File: config.mk
export PLATFORM = sky130hd
export DESIGN_NAME = inst_fetcher
export DESIGN_NICKNAME = d
export VERILOG_FILES = /design/src/rtl/inst_fetcher.sv
export SDC_FILE = /design/constraint.sdc
export NUM_CORES = 1
export LEC_CHECK = 0
export ABC_CLOCK_PERIOD_IN_PS = 5550
export CAP_MARGIN = 25
export CORE_MARGIN = 8
export CORE_UTILIZATION = 52
export DETAILED_ROUTE_END_ITERATION = 16
export GPL_ROUTABILITY_DRIVEN = 1
export PLACE_DENSITY = 0.86
export SYNTH_ARGS = -nofsm -noshare
export SYNTH_HDL_FRONTEND = slang
export SYNTH_SLANG_ARGS = --single-unit
File: constraint.sdc
create_clock -name clk -period 5.55 [get_ports clk]
set_clock_uncertainty 0.1 [all_clocks]
set_input_delay 1.11 -clock clk [delete_from_list [all_inputs] [get_ports clk]]
set_output_delay 1.11 -clock clk [all_outputs]
set_load 0.1 [all_outputs]
File: src/rtl/inst_fetcher.sv
// inst_fetcher: instruction-fetch controller between the IF stage and a
// direct-mapped instruction cache backed by a byte-wide memory controller.
// A request is first looked up in the cache (same-cycle hit response). A hit
// is returned one cycle later. On a miss the four bytes of the word are read
// sequentially from memory, assembled little-endian, returned to IF and
// written into the cache through its fill port.
//
// Ports:
//   clk, rst (sync, active-low), rdy (global freeze when 0)
//   req_valid_i/req_addr_i      : IF request (held until inst_valid_o)
//   flush_i                     : branch redirect, aborts the current fetch
//   inst_valid_o/inst_o         : one-cycle instruction return
//   cache_query_o/query_addr_o  : combinational cache lookup
//   cache_hit_i/cache_inst_i    : cache lookup response
//   cache_enable_o/addr/data    : one-cycle cache fill strobe
//   mem_req_o/mem_addr_o        : registered byte read request
//   mem_busy_i                  : request this cycle not accepted
//   mem_din_i                   : byte returned the cycle after acceptance
module inst_fetcher #(
  parameter int ADDR_WIDTH = 32,
  parameter int INST_WIDTH = 32
) (
  input  logic                  clk,
  input  logic                  rst,
  input  logic                  rdy,
  input  logic                  req_valid_i,
  input  logic [ADDR_WIDTH-1:0] req_addr_i,
  input  logic                  flush_i,
  output logic                  inst_valid_o,
  output logic [INST_WIDTH-1:0] inst_o,
  output logic                  cache_query_o,
  output logic [ADDR_WIDTH-1:0] query_addr_o,
  input  logic                  cache_hit_i,
  input  logic [INST_WIDTH-1:0] cache_inst_i,
  output logic                  cache_enable_o,
  output logic [ADDR_WIDTH-1:0] cache_addr_o,
  output logic [INST_WIDTH-1:0] cache_data_o,
  output logic                  mem_req_o,
  output logic [ADDR_WIDTH-1:0] mem_addr_o,
  input  logic                  mem_busy_i,
  input  logic [7:0]            mem_din_i
);

  typedef enum logic [1:0] {
    S_IDLE  = 2'd0,
    S_FETCH = 2'd1,
    S_DONE  = 2'd2
  } state_t;

  state_t                r_state;
  logic [ADDR_WIDTH-1:0] r_base;  // word-aligned address of the miss
  logic [2:0]            r_ic;    // byte requests accepted so far (0..4)
  logic [1:0]            r_rc;    // bytes received so far
  logic                  r_acc;   // a request was accepted last cycle
  logic [INST_WIDTH-1:0] r_buf;   // assembly buffer, little-endian

  logic                  w_query;
  logic                  w_accept;
  logic [2:0]            w_next_ic;
  logic [ADDR_WIDTH-1:0] w_aligned;
  logic [INST_WIDTH-1:0] w_word;

  // The valid cycle blocks a new lookup so IF can retire the returned
  // instruction and change its request before the next query.
  assign w_query = req_valid_i && (r_state == S_IDLE) && !inst_valid_o &&
                   !flush_i && rst && rdy;

  assign cache_query_o = w_query;
  assign query_addr_o  = req_addr_i;

  assign w_accept  = mem_req_o && !mem_busy_i;
  assign w_next_ic = r_ic + 3'd1;
  assign w_aligned = {req_addr_i[ADDR_WIDTH-1:2], 2'b00};

  // Top byte of r_buf is still zero when the last byte arrives, so the final
  // word is the buffer with the incoming byte OR-ed into the top lane.
  assign w_word = r_buf | (INST_WIDTH'(mem_din_i) << (INST_WIDTH - 8));

  always_ff @(posedge clk) begin
    if (!rst) begin
      r_state        <= S_IDLE;
      r_base         <= '0;
      r_ic           <= '0;
      r_rc           <= '0;
      r_acc          <= 1'b0;
      r_buf          <= '0;
      inst_valid_o   <= 1'b0;
      inst_o         <= '0;
      cache_enable_o <= 1'b0;
      cache_addr_o   <= '0;
      cache_data_o   <= '0;
      mem_req_o      <= 1'b0;
      mem_addr_o     <= '0;
    end else if (rdy) begin
      // Return and fill strobes are single-cycle pulses.
      inst_valid_o   <= 1'b0;
      cache_enable_o <= 1'b0;

      if (flush_i) begin
        // Redirect wins over hits and completions; late bytes are dropped
        // because r_acc is cleared.
        r_state   <= S_IDLE;
        mem_req_o <= 1'b0;
        r_acc     <= 1'b0;
        r_ic      <= '0;
        r_rc      <= '0;
      end else begin
        case (r_state)
          S_IDLE: begin
            if (w_query) begin
              if (cache_hit_i) begin
                inst_o       <= cache_inst_i;
                inst_valid_o <= 1'b1;
              end else begin
                r_base     <= w_aligned;
                r_ic       <= '0;
                r_rc       <= '0;
                r_acc      <= 1'b0;
                r_buf      <= '0;
                mem_req_o  <= 1'b1;
                mem_addr_o <= w_aligned;
                r_state    <= S_FETCH;
              end
            end
          end

          S_FETCH: begin
            r_acc <= w_accept;
            // Busy: mem_addr_o is simply left alone and re-presented.
            if (w_accept) begin
              r_ic <= w_next_ic;
              if (w_next_ic == 3'd4) begin
                mem_req_o <= 1'b0;
              end else begin
                mem_addr_o <= r_base + ADDR_WIDTH'(w_next_ic);
              end
            end
            if (r_acc) begin
              r_buf[{r_rc, 3'b000} +: 8] <= mem_din_i;
              r_rc <= r_rc + 2'd1;
              if (r_rc == 2'd3) begin
                inst_valid_o   <= 1'b1;
                inst_o         <= w_word;
                cache_enable_o <= 1'b1;
                cache_addr_o   <= r_base;
                cache_data_o   <= w_word;
                r_state        <= S_DONE;
              end
            end
          end

          S_DONE: begin
            r_state <= S_IDLE;
          end

          default: begin
            r_state <= S_IDLE;
          end
        endcase
      end
    end
  end

endmodule

Word-level counts from Yosys, hierarchy flattened --
Cells that the tools add are included.
Cells by class: add/subtract/negate cells 4, multiply operators 0, divide/modulo/power cells 0, magnitude comparators 0, eq/ne operators 16, shifts and indexed selects 2, multiplexer cells 49, bitwise operators 3, reductions and logical operators 22
Operator list (number):
- 2-to-1 mux 32 bit | 11
- case mux 32 bit (2 select lines) | 3
- adder 32 x 3 -> 32 bit | 1
- bitwise mux 32 bit | 1
- bitwise OR 32 bit | 1
- variable shift 8 x 7 -> 32 bit (first input constant) | 1
- variable part select 8 x 7 -> 32 bit | 1
- AND reduction 5 bit | 5
- 2-to-1 mux 2 bit | 9
- != test 3 bit (second input constant) | 6
- 2-to-1 mux 1 bit | 15
- != test 2 bit (second input constant) | 7
- AND reduction 7 bit | 2
- 2-to-1 mux 3 bit | 4
- AND reduction 6 bit | 2
- case mux 2 bit (2 select lines) | 2
- negator 5 -> 7 bit | 1
- logical AND 1 bit | 6
- case mux 1 bit (2 select lines) | 3
- case mux 3 bit (2 select lines) | 1
- AND reduction 4 bit | 1
- adder 3 x 1 -> 3 bit (second input constant) | 1
- == test 3 bit (second input constant) | 1
- zero test 1 bit | 3
- other kinds (7) | 8
Word-level totals: bits in registers 199, bits in latches 0, memory bits (writable) 0, ROM bits 0, bits of input ports 79, output and inout port bits 164, word-level logic and storage cells 109, memories 0

Logic depth before layout (Yosys ltp) --
Gate-level depths: netlist (run 1).
depth after elaboration 9, depth in mapped cells 10

Least setup slack after synthesis (run 1) --
OpenSTA, ideal clock, no wires.
path kind input-to-output, from in flush_i, to out cache_query_o, arrival time 2.975 ns, setup slack 1.365 ns, stages 4, path through buf_6 -> or3b_1 -> buf_2 -> nor2_1
On the way: cells in the longest elaborated chain, start to end 4
Ends and longest elaborated chain:
- start: declaration | RTL line 28 | input logic flush_i,
- zero test 1 bit | RTL line 66 | !flush_i && rst && rdy;
- logical AND 1 bit | RTL line 65 | assign w_query = req_valid_i && (r_state == S_IDLE) && !inst_valid_o &&
- logical AND 1 bit (2 in series) | RTL line 66
- end: declaration | RTL line 31 | output logic cache_query_o,
Every way passes these cells.

Final worst setup path (run 1) --
from in req_addr_i[22], to out query_addr_o[22]
RTL lines:
- start: declaration | RTL line 27 | input logic [ADDR_WIDTH-1:0] req_addr_i,
- end: declaration | RTL line 32 | output logic [ADDR_WIDTH-1:0] query_addr_o,
No word-level cell between the ends.

==> metrics.txt, run 1 <==
worst r2r dst mem_addr_o[22]; IR drop worst, VDD 0.2281 mV; worst-path cell chain clkdlybuf4s50_1, clkdlybuf4s50_1; Max-slew headroom 27.46%; setup violators final 0; Critical Path Sink query_addr_o[22]; Max Cap Violations 0; Filler cells 1373; critical path's slowest cell clkdlybuf4s50_1; PortBufs 236; f_max 247.7 MHz; PwrDens 268.6 nW/um^2; crit path launch req_addr_i[22]; required time worst endpoint 4340 ps; Mapped Area 8544 um^2; run status finished, final reports clean; Fin. Hold Viols 0; placed inst area 10740 um^2; Final GP Congestion 0.8433; initial core utilization 52.27%; fin crit share 72.74%; share of cells above drive strength 1 4.766%; register bit total from synthesis 199; post_cts resized 0; Setup TNS 0 ps; RSZ-0062 raised after global routing no; Synth Flop Type dfxtp_1; Post-CTS Setup Repair Bufs 0; hold_buf cts 0; Routed WL 26290 um; Bufs and invs on worst path 2; total CTS buffers 17; clk root buf clkbuf_16; Die Span X 144.2 um; cell mode on critical path clkdlybuf4s50_1; Critical Path Stages 2; Layout area overhead 32.57%; final-stage net count 1336; DR pass1 iterations 5; crit path max fanout 3; row count 47; Leakage 3.670 nW; minimum clock period 4037 ps; critical path class in -> out; TritonCTS clock tree yes; DR vias/cell 5.617; initial antenna violation count 0; hold crit path type reg -> reg; io pins 243; via count 8307; worst min-delay path startpoint r_buf[27]; # diodes 0; Worst Hold Slack 353.6 ps; fraction of registers with async set/reset 0%; Overflow after GRT 0; GRT Resource Usage Total 24.81%; Post-synth EDFFs 0; critical path's largest stage delay 1170 ps; Final ANT Viol Nets 0; drt wl/cell 17.78 um; fin area 11330 um^2; Synth cell types 50; hpwl dp 18630 um; DRT iter0 DRCs 583; total core area 16350 um^2; Synth Warn # 0; Top delay family on crit path buffers and inverters; clk sink count 199; critical path endpoint category output pin; Clock Tree Buf Depth 2; Worst R2R Setup Slack 2470 ps; largest net degree at the start of global routing 98; worst-skew pair later-pin latency 430 ps; vias in the first global route 7954; die area 20790 um^2; total power 3.043 mW; Die Y-Extent 144.2 um; Syn Inst Count 1095; RR Startpoint r_state[1]; share of the yosys chip area belonging to registers 46.62%; first-pass GRT wire length 40740 um; cell depth of the worst flop-to-flop path 5; Mean Syn Cell Area 7.803 um^2; Slew Viols, Final 0; H-tree depth 4; CP arrival 2830 ps; actual slew at the worst max-slew pin 1085 ps; DR DRC count 0; CP Launch Type input port; clk slew on worst S/H paths 70 ps
-- logic make-up (layout without fill, tap and decap cells) --
group / count (synthesis) / after routing / synth area share [%]
AND/OR/NAND/NOR: 483 / 483 / 24.37
AO/OA/AOI/OAI: 245 / 245 / 17.18
flip-flops: 199 / 199 / 46.62
buffers and inverters: 129 / 292 / 7.483
XOR/XNOR: 26 / 26 / 2.665
adder cells (fa/ha/maj): 8 / 8 / 1.172
multiplexers: 4 / 4 / 0.4686
other: 1 / 2 / 0.04389
-- placed cells by master, fill, tap and decap left out, types with 3 or more instances in the layout --
| master | instances |
|---|---|
| nor3_1 | 13 |
| nor4_1 | 3 |
| or3_1 | 5 |
| bufinv_16 | 3 |
| xor2_1 | 12 |
| nand3_1 | 56 |
| o21a_1 | 3 |
| o21ai_0 | 16 |
| or2_2 | 9 |
| a21boi_1 | 6 |
| o22ai_1 | 9 |
| inv_6 | 3 |
| ha_1 | 8 |
| nor2_1 | 63 |
| inv_1 | 12 |
| clkbuf_16 | 17 |
| xnor2_1 | 14 |
| a311oi_1 | 26 |
| mux2i_1 | 4 |
| clkinvlp_4 | 4 |
| nand2b_1 | 13 |
| nand2_1 | 291 |
| buf_4 | 15 |
| a211oi_1 | 8 |
| dfxtp_1 | 199 |
| nand4_1 | 9 |
| a21oi_1 | 143 |
| o211ai_1 | 21 |
| clkdlybuf4s50_1 | 235 |
| and4_1 | 5 |
-- cells in the mapped netlist, drive strengths merged (2+ instances only) --
cell type	n	area [um^2]
a21oi	144	720.7
mux2i	4	40.04
nor4	3	18.77
inv	13	48.79
nand4bb	2	22.52
o31ai	2	15.01
o211ai	21	157.7
dfxtp	199	3984
nor2b	3	18.77
buf	52	349.1
a311oi	26	227.7
and4	5	43.79
nor2	64	240.2
nor3	14	70.07
nand3	56	280.3
or3	5	31.28
ha	8	100.1
xor2	12	105.1
o21a	3	22.52
nand2	291	1092
a21o	2	15.01
o21ai	17	88.84
or2	9	56.30
and2	2	12.51
nand4	9	56.30
nand2b	14	87.58
a211oi	8	60.06
a211o	2	17.52
a21boi	7	52.55
xnor2	14	122.6
clkbuf	64	241.5
o22ai	9	56.30
-- report_power, final --
part / internal, mW / switching [mW]
logic: 0.0992 / 0.238
registers: 1.44 / 0.00883
clock network: 0.716 / 0.543
total: 2.25 / 0.789
-- layout make-up --
type	count	area (um^2)	area share, %
Timing Repair Buffer	250	2465	21.76
Inverter	13	53.80	0.4750
Tap cell	220	275.3	2.430
Multi-Input combinational cell	768	3959	34.95
Sequential cell	199	3984	35.17
Clock buffer	18	439.2	3.877
Clock inverter	11	151.4	1.337
-- sequential cells by signal, indices dropped and copies added (netlist names), 2 cells and up --
name / count
cache_addr_o: 30
cache_data_o: 32
inst_o: 32
mem_addr_o: 32
r_base: 30
r_buf: 32
r_ic: 3
r_rc: 2
r_state: 2
-- worst min-delay path by stage --
stage	cells past startpoint	to	slack, ps
after CTS	2	cache_data_o[11]	350
final	2	r_buf[27]	350
after detailed placement	2	cache_data_o[11]	350
after global placement	2	r_buf[30]	340
after global routing	2	cache_addr_o[4]	370
after floorplan	2	r_buf[24]	330
-- metrics by stage --
step	util, %	cells	setup WS, ps
global placement	65.67	1450	1242
CTS	69.29	1479	1495
floorplan	-	1096	1365
finish	69.29	1479	1513
global route	69.29	1479	1422
detailed placement	65.67	1450	1142
-- worst min-delay path, delay by kind of cell, from the launching register on --
family,cells,cell delay [ps]
AO/OA/AOI/OAI,1,50
AND/OR/NAND/NOR,1,50
flip-flops,1,310
-- layer usage --
metal	vias up	part of all wire [%]	wire length (um)	global-route usage, %
met5	-	0	0	0
met4	0	2.0	524	8.708
met3	46	10	2632	8.518
met2	345	49	12930	42.56
met1	3917	39	10210	28.18
li1	3999	-	-	-
Note: power is estimated with default switching activity, not from simulation.
==> inputs of run 2 (changes only) <==
ABC_CLOCK_PERIOD_IN_PS = 3300   (was 5550)
CORE_UTILIZATION = 43   (was 52)
PLACE_DENSITY = 0.76   (was 0.86)
clock period = 3.3 ns   (was 5.55 ns; I/O delays follow)
==> run 2 against run 1 <==
  * Cell count grew 4.3%
  * Register-to-register slack lost 1800 ps
  * Sequential power rose by 68%
  * Hold slack gained 0.69 ps
  * Global-route usage decreased by 3.5 points
  * Via count decreased by 2.2%
  * Combinational power grew 69%
  * Flip-flop and latch count is the same
  * Final area is 1.7% lower
  * Power rose by 66%
  * First-iteration DRC count increased by 7.0%
  * Critical path type unchanged
  * Highest routed layer is now met5
==> metrics.txt, run 2 (same netlist as run 1, synthesis figures left out) <==
PwrDens 453.7 nW/um^2 (+69%); Fin. Hold Viols 0 (unchanged); final worst slack 465.7 ps (-1047 ps); # diodes 0 (unchanged); row count 51 (+8.5%); DR DRC count 0 (unchanged); f_max 352.8 MHz; Final GP Congestion 0.8292 (-1.7%); post_cts resized 0 (unchanged); TritonCTS clock tree yes; clk sink count 199 (unchanged); Critical Path Sink cache_query_o; hpwl dp 19400 um (+4.1%); Layout Cells excl Fill 1542 (+4.3%); Layout area overhead 30.27%; RSZ-0062 raised after global routing no; required time worst endpoint 2540 ps (-1800 ps); actual slew at the worst max-slew pin 1005 ps (-79.44 ps); crit path launch rdy; total CTS buffers 17 (unchanged); initial antenna violation count 1 (+1); Max-slew headroom 32.68% (+5.2 points); hold crit path type reg -> reg; Filler cells 1821 (+33%); Final ANT Viol Nets 0 (unchanged); DRT iter0 DRCs 624 (+7.0%); critical path endpoint category output pin; Leakage 4.044 nW (+10%); Post-CTS Setup Repair Bufs 0 (unchanged); H-tree depth 4 (unchanged); fin crit share 85.89%; via count 8121 (-2.2%); Worst R2R Setup Slack 670 ps (-1800 ps); Overflow after GRT 0 (unchanged); final-stage net count 1351 (+1.1%); worst r2r dst mem_addr_o[24]; RR Startpoint r_ic[0]; CP arrival 2070 ps (-760 ps); worst-skew pair later-pin latency 430 ps (about the same); share of cells above drive strength 1 18.56% (+14 points); DR pass1 iterations 5 (unchanged); drt wl/cell 17.19 um (-3.3%); io pins 243 (unchanged); total core area 19460 um^2 (+19%); IR drop worst, VDD 0.3584 mV (+57%); commonest non-fill, non-tap cell in the layout nand2_1; cell depth of the worst flop-to-flop path 10 (+5); GRT Resource Usage Total 21.35% (-3.5 points); most frequent cells in the layout 291 x nand2_1, 199 x dfxtp_1, 185 x buf_4; Slew Viols, Final 0 (unchanged); PortBufs 236 (unchanged); Routed WL 26510 um (+0.83%); clk slew on worst S/H paths 70 ps (about the same); Max Cap Violations 0 (unchanged); DR vias/cell 5.267 (-6.2%); vias in the first global route 7921 (-0.41%); die area 24640 um^2 (+19%); initial core utilization 43.90% (-8.4 points); pre-CTS setup slack 325.5 ps (-816.2 ps); CP Launch Type input port; Die Y-Extent 157.0 um (+8.9%); setup violators final 0 (unchanged); Setup TNS 0 ps (unchanged); placed insts 1510 (+4.1%); hold_buf cts 0 (unchanged); run status finished, final reports clean; minimum clock period 2834 ps; first-pass GRT wire length 41990 um (+3.1%); total power 5.050 mW (+66%); clk root buf clkbuf_16; Die Span X 157.0 um (+8.9%); largest net degree at the start of global routing 64 (-35%); critical path class in -> out; Clock Tree Buf Depth 2 (unchanged); crit path max fanout 7 (+4)
-- run 2: changes by cell type in the layout (fill, tap and decap cells not counted) --
cell             change
clkbuf_8             +1
clkinv_2             +2
clkdlybuf4s50_1    -159
buf_12               +4
clkinv_4             +1
buf_4              +170
clkinvlp_4           -1
bufinv_16            -2
inv_6                +2
-- run 2: worst min-delay path by stage --
stage,cells past startpoint,slack (ps),startpoint,endpoint
after global routing,2,370,r_buf[28],r_buf[28]
after detailed placement,2,350,r_buf[25],r_buf[25]
final,2,350,inst_o[24],inst_o[24]
after floorplan,2,330,r_buf[24],r_buf[24]
after CTS,2,360,r_buf[31],r_buf[31]
after global placement,2,340,r_buf[24],r_buf[24]
-- run 2: per-stage QoR --
step / cell area, um^2 / util, % / hold WS (ps)
2_1_floorplan: 8548 / - / 332.3
5_1_grt: 11130 / 57.19 / 374.1
4_1_cts: 11130 / 57.19 / 356.9
6_report: 11130 / 57.19 / 354.3
3_5_place_dp: 10560 / 54.25 / 345.5
3_3_place_gp: 10560 / 54.25 / 338.1
-- run 2: routing by layer --
layer	vias to the layer above	GRT usage, %	wire length (um)
met5	-	0	13
met4	2	6.316	369
li1	4034	-	-
met1	3778	25.55	11040
met2	276	35.76	12830
met3	31	7.102	2259
-- run 2: cell type report --
cell class / instances / area [um^2] / share of cell area [%]
clock inverters: 13 / 120.1 / 1.079
inverters: 13 / 53.80 / 0.4834
clock buffers: 19 / 452.9 / 4.069
repair buffers: 265 / 2230 / 20.03
multi-input cells: 768 / 3959 / 35.57
well taps: 265 / 331.6 / 2.979
flip-flops and latches: 199 / 3984 / 35.79
-- run 2: worst max-delay path, cell delays in order --
cell and delay, ps:
clkdlybuf4s50_1 470, or3b_1 360, buf_4 180, nor2_1 190
buf_12 210
-- run 2: where the power goes --
part           leakage [nW]  switching [mW]  internal, mW
clock                 0.277           0.957          1.09
combinational          2.16           0.404         0.165
sequential             1.60          0.0160          2.42
total                  4.04            1.38          3.67
==> inputs of run 3 (changes only) <==
==> constraint.sdc (replaced) <==
create_clock -name clk -period 3.3 [get_ports clk]
set_clock_uncertainty 0.1 [all_clocks]
set_input_delay 0.33 -clock clk [delete_from_list [all_inputs] [get_ports clk]]
set_output_delay 0.33 -clock clk [all_outputs]
set_load 0.1 [all_outputs]
==> run 3 against run 2 <==
  * Flip-flop and latch count unchanged
  * Global-route usage down 0.45 points
  * Die area unchanged
  * Clock power up 10%
  * Combinational power about the same
  * Final area up 2.9%
  * Critical path depth up 5
  * Sequential share of layout area down 1.0 points
  * Largest power group unchanged
==> metrics.txt, run 3 (same netlist as run 1, synthesis figures left out) <==
Die Y-Extent 157.0 um (unchanged); final-stage net count 1347 (-0.30%); worst min-delay path startpoint r_buf[24]; die area 24640 um^2 (unchanged); largest net degree at the start of global routing 70 (+9.4%); PortBufs 236 (unchanged); crit path launch r_ic[0]; most frequent cells in the layout 291 x nand2_1, 199 x dfxtp_1, 198 x clkdlybuf4s50_1; clk sink count 199 (unchanged); setup violators final 0 (unchanged); DR vias/cell 5.283 (+0.32%); drt wl/cell 17.08 um (-0.67%); commonest non-fill, non-tap cell in the layout nand2_1; Slew Viols, Final 0 (unchanged); clk root buf clkbuf_16; Max Cap Violations 0 (unchanged); Post-CTS Setup Repair Bufs 0 (unchanged); Setup TNS 0 ps (unchanged); Fin. Hold Viols 0 (unchanged); Final ANT Viol Nets 0 (unchanged); DRT iter0 DRCs 493 (-21%); critical path endpoint category register; GRT Resource Usage Total 20.91% (-0.45 points); via count 8126 (+0.062%); # diodes 0 (unchanged); run status finished, final reports clean; CP Launch Type register; total CTS buffers 17 (unchanged); actual slew at the worst max-slew pin 1052 ps (+46.76 ps); IR drop worst, VDD 0.3808 mV (+6.3%); Clock Tree Buf Depth 2 (unchanged); PwrDens 459.3 nW/um^2 (+1.2%); H-tree depth 4 (unchanged); initial antenna violation count 1 (unchanged); required time worst endpoint 3480 ps (+940 ps); hold_buf cts 0 (unchanged); clk slew on worst S/H paths 70 ps (about the same); post_cts resized 0 (unchanged); hold crit path type reg -> reg; io pins 243 (unchanged); critical path class reg -> reg; DR DRC count 0 (unchanged); fin crit share 86.28% (+0.39 points); CP arrival 3030 ps (+960 ps); total core area 19460 um^2 (unchanged); Final GP Congestion 0.8340 (+0.58%); Max-slew headroom 29.64% (-3.0 points); post-layout util 58.83% (+1.6 points); Die Span X 157.0 um (unchanged); f_max 351.2 MHz (-0.45%); vias in the first global route 7882 (-0.49%); minimum clock period 2847 ps (+12.81 ps); share of cells above drive strength 1 8.720% (-9.8 points); row count 51 (unchanged); Overflow after GRT 0 (unchanged); Worst Hold Slack 351.5 ps (-2.768 ps); DR pass1 iterations 5 (unchanged); initial core utilization 43.90% (unchanged); crit path max fanout 7 (unchanged); TritonCTS clock tree yes; Routed WL 26270 um (-0.92%); first-pass GRT wire length 41210 um (-1.9%); Leakage 3.805 nW (-5.9%); worst-skew pair later-pin latency 430 ps (about the same); RSZ-0062 raised after global routing no; Layout area overhead 34.00%; RR Startpoint r_ic[0]; hpwl dp 19180 um (-1.1%)
==> run 3: changes by cell type in the layout (fill, tap and decap cells not counted), sizes merged <==
cell / previous run / this run
buf: 189 / 63
bufinv: 1 / 4
clkdlybuf4s50: 76 / 198
clkinv: 5 / 2
clkinvlp: 3 / 2
inv: 17 / 18
==> run 3: worst paths after layout <==
| check | endpoint | slack (ps) | cells after the start |
|---|---|---|---|
| worst max register to register | mem_addr_o[28] | 450 | 10 |
| worst min register to register | r_buf[24] | 350 | 2 |
| worst min-delay path | r_buf[24] | 350 | 2 |
| worst max-delay path | mem_addr_o[28] | 450 | 10 |
==> run 3: layout make-up <==
cell class | count | area (um^2)
well taps | 265 | 331.6
inverters | 13 | 53.80
flip-flops and latches | 199 | 3984
repair buffers | 261 | 2480
multi-input cells | 768 | 3959
clock buffers | 19 | 452.9
clock inverters | 13 | 188.9
fillers | 1785 | 8013
==> run 3: through the flow <==
step	worst slack, ps	std cells	power [mW]	instance area [um^2]
final	452.9	1538	5.259	11450
after global routing	248.8	1538	5.409	11450
after CTS	452.2	1537	5.303	11440
after detailed placement	236.1	1505	3.055	10800
after global placement	277.7	1505	3.053	10800
after floorplan	533.3	1096	2.888	8548
==> run 3: power by group <==
| part | switching, mW | internal, mW | total [mW] |
|---|---|---|---|
| sequential | 0.0155 | 2.42 | 2.43 |
| combinational | 0.401 | 0.165 | 0.566 |
| clock | 0.938 | 1.32 | 2.26 |
==> run 3: layer usage <==
layer | wire (um) | global-route usage (%) | part of all wire [%] | up-vias
met1 | 10710 | 24.68 | 41 | 3801
met2 | 12810 | 35.91 | 49 | 280
met4 | 353 | 5.950 | 1.3 | 2
met3 | 2371 | 6.471 | 9.0 | 28
li1 | - | - | - | 4015
met5 | 17 | 0 | 0.065 | -
==> run 3: critical path: stages (launching register included) <==
cell	delay [ps]
dfxtp_1	350
ha_1	210
ha_1	290
inv_1	60
ha_1	210
ha_1	210
nand3_1	250
or3_1	500
nor3_1	300
xnor2_1	150
o22ai_1	90
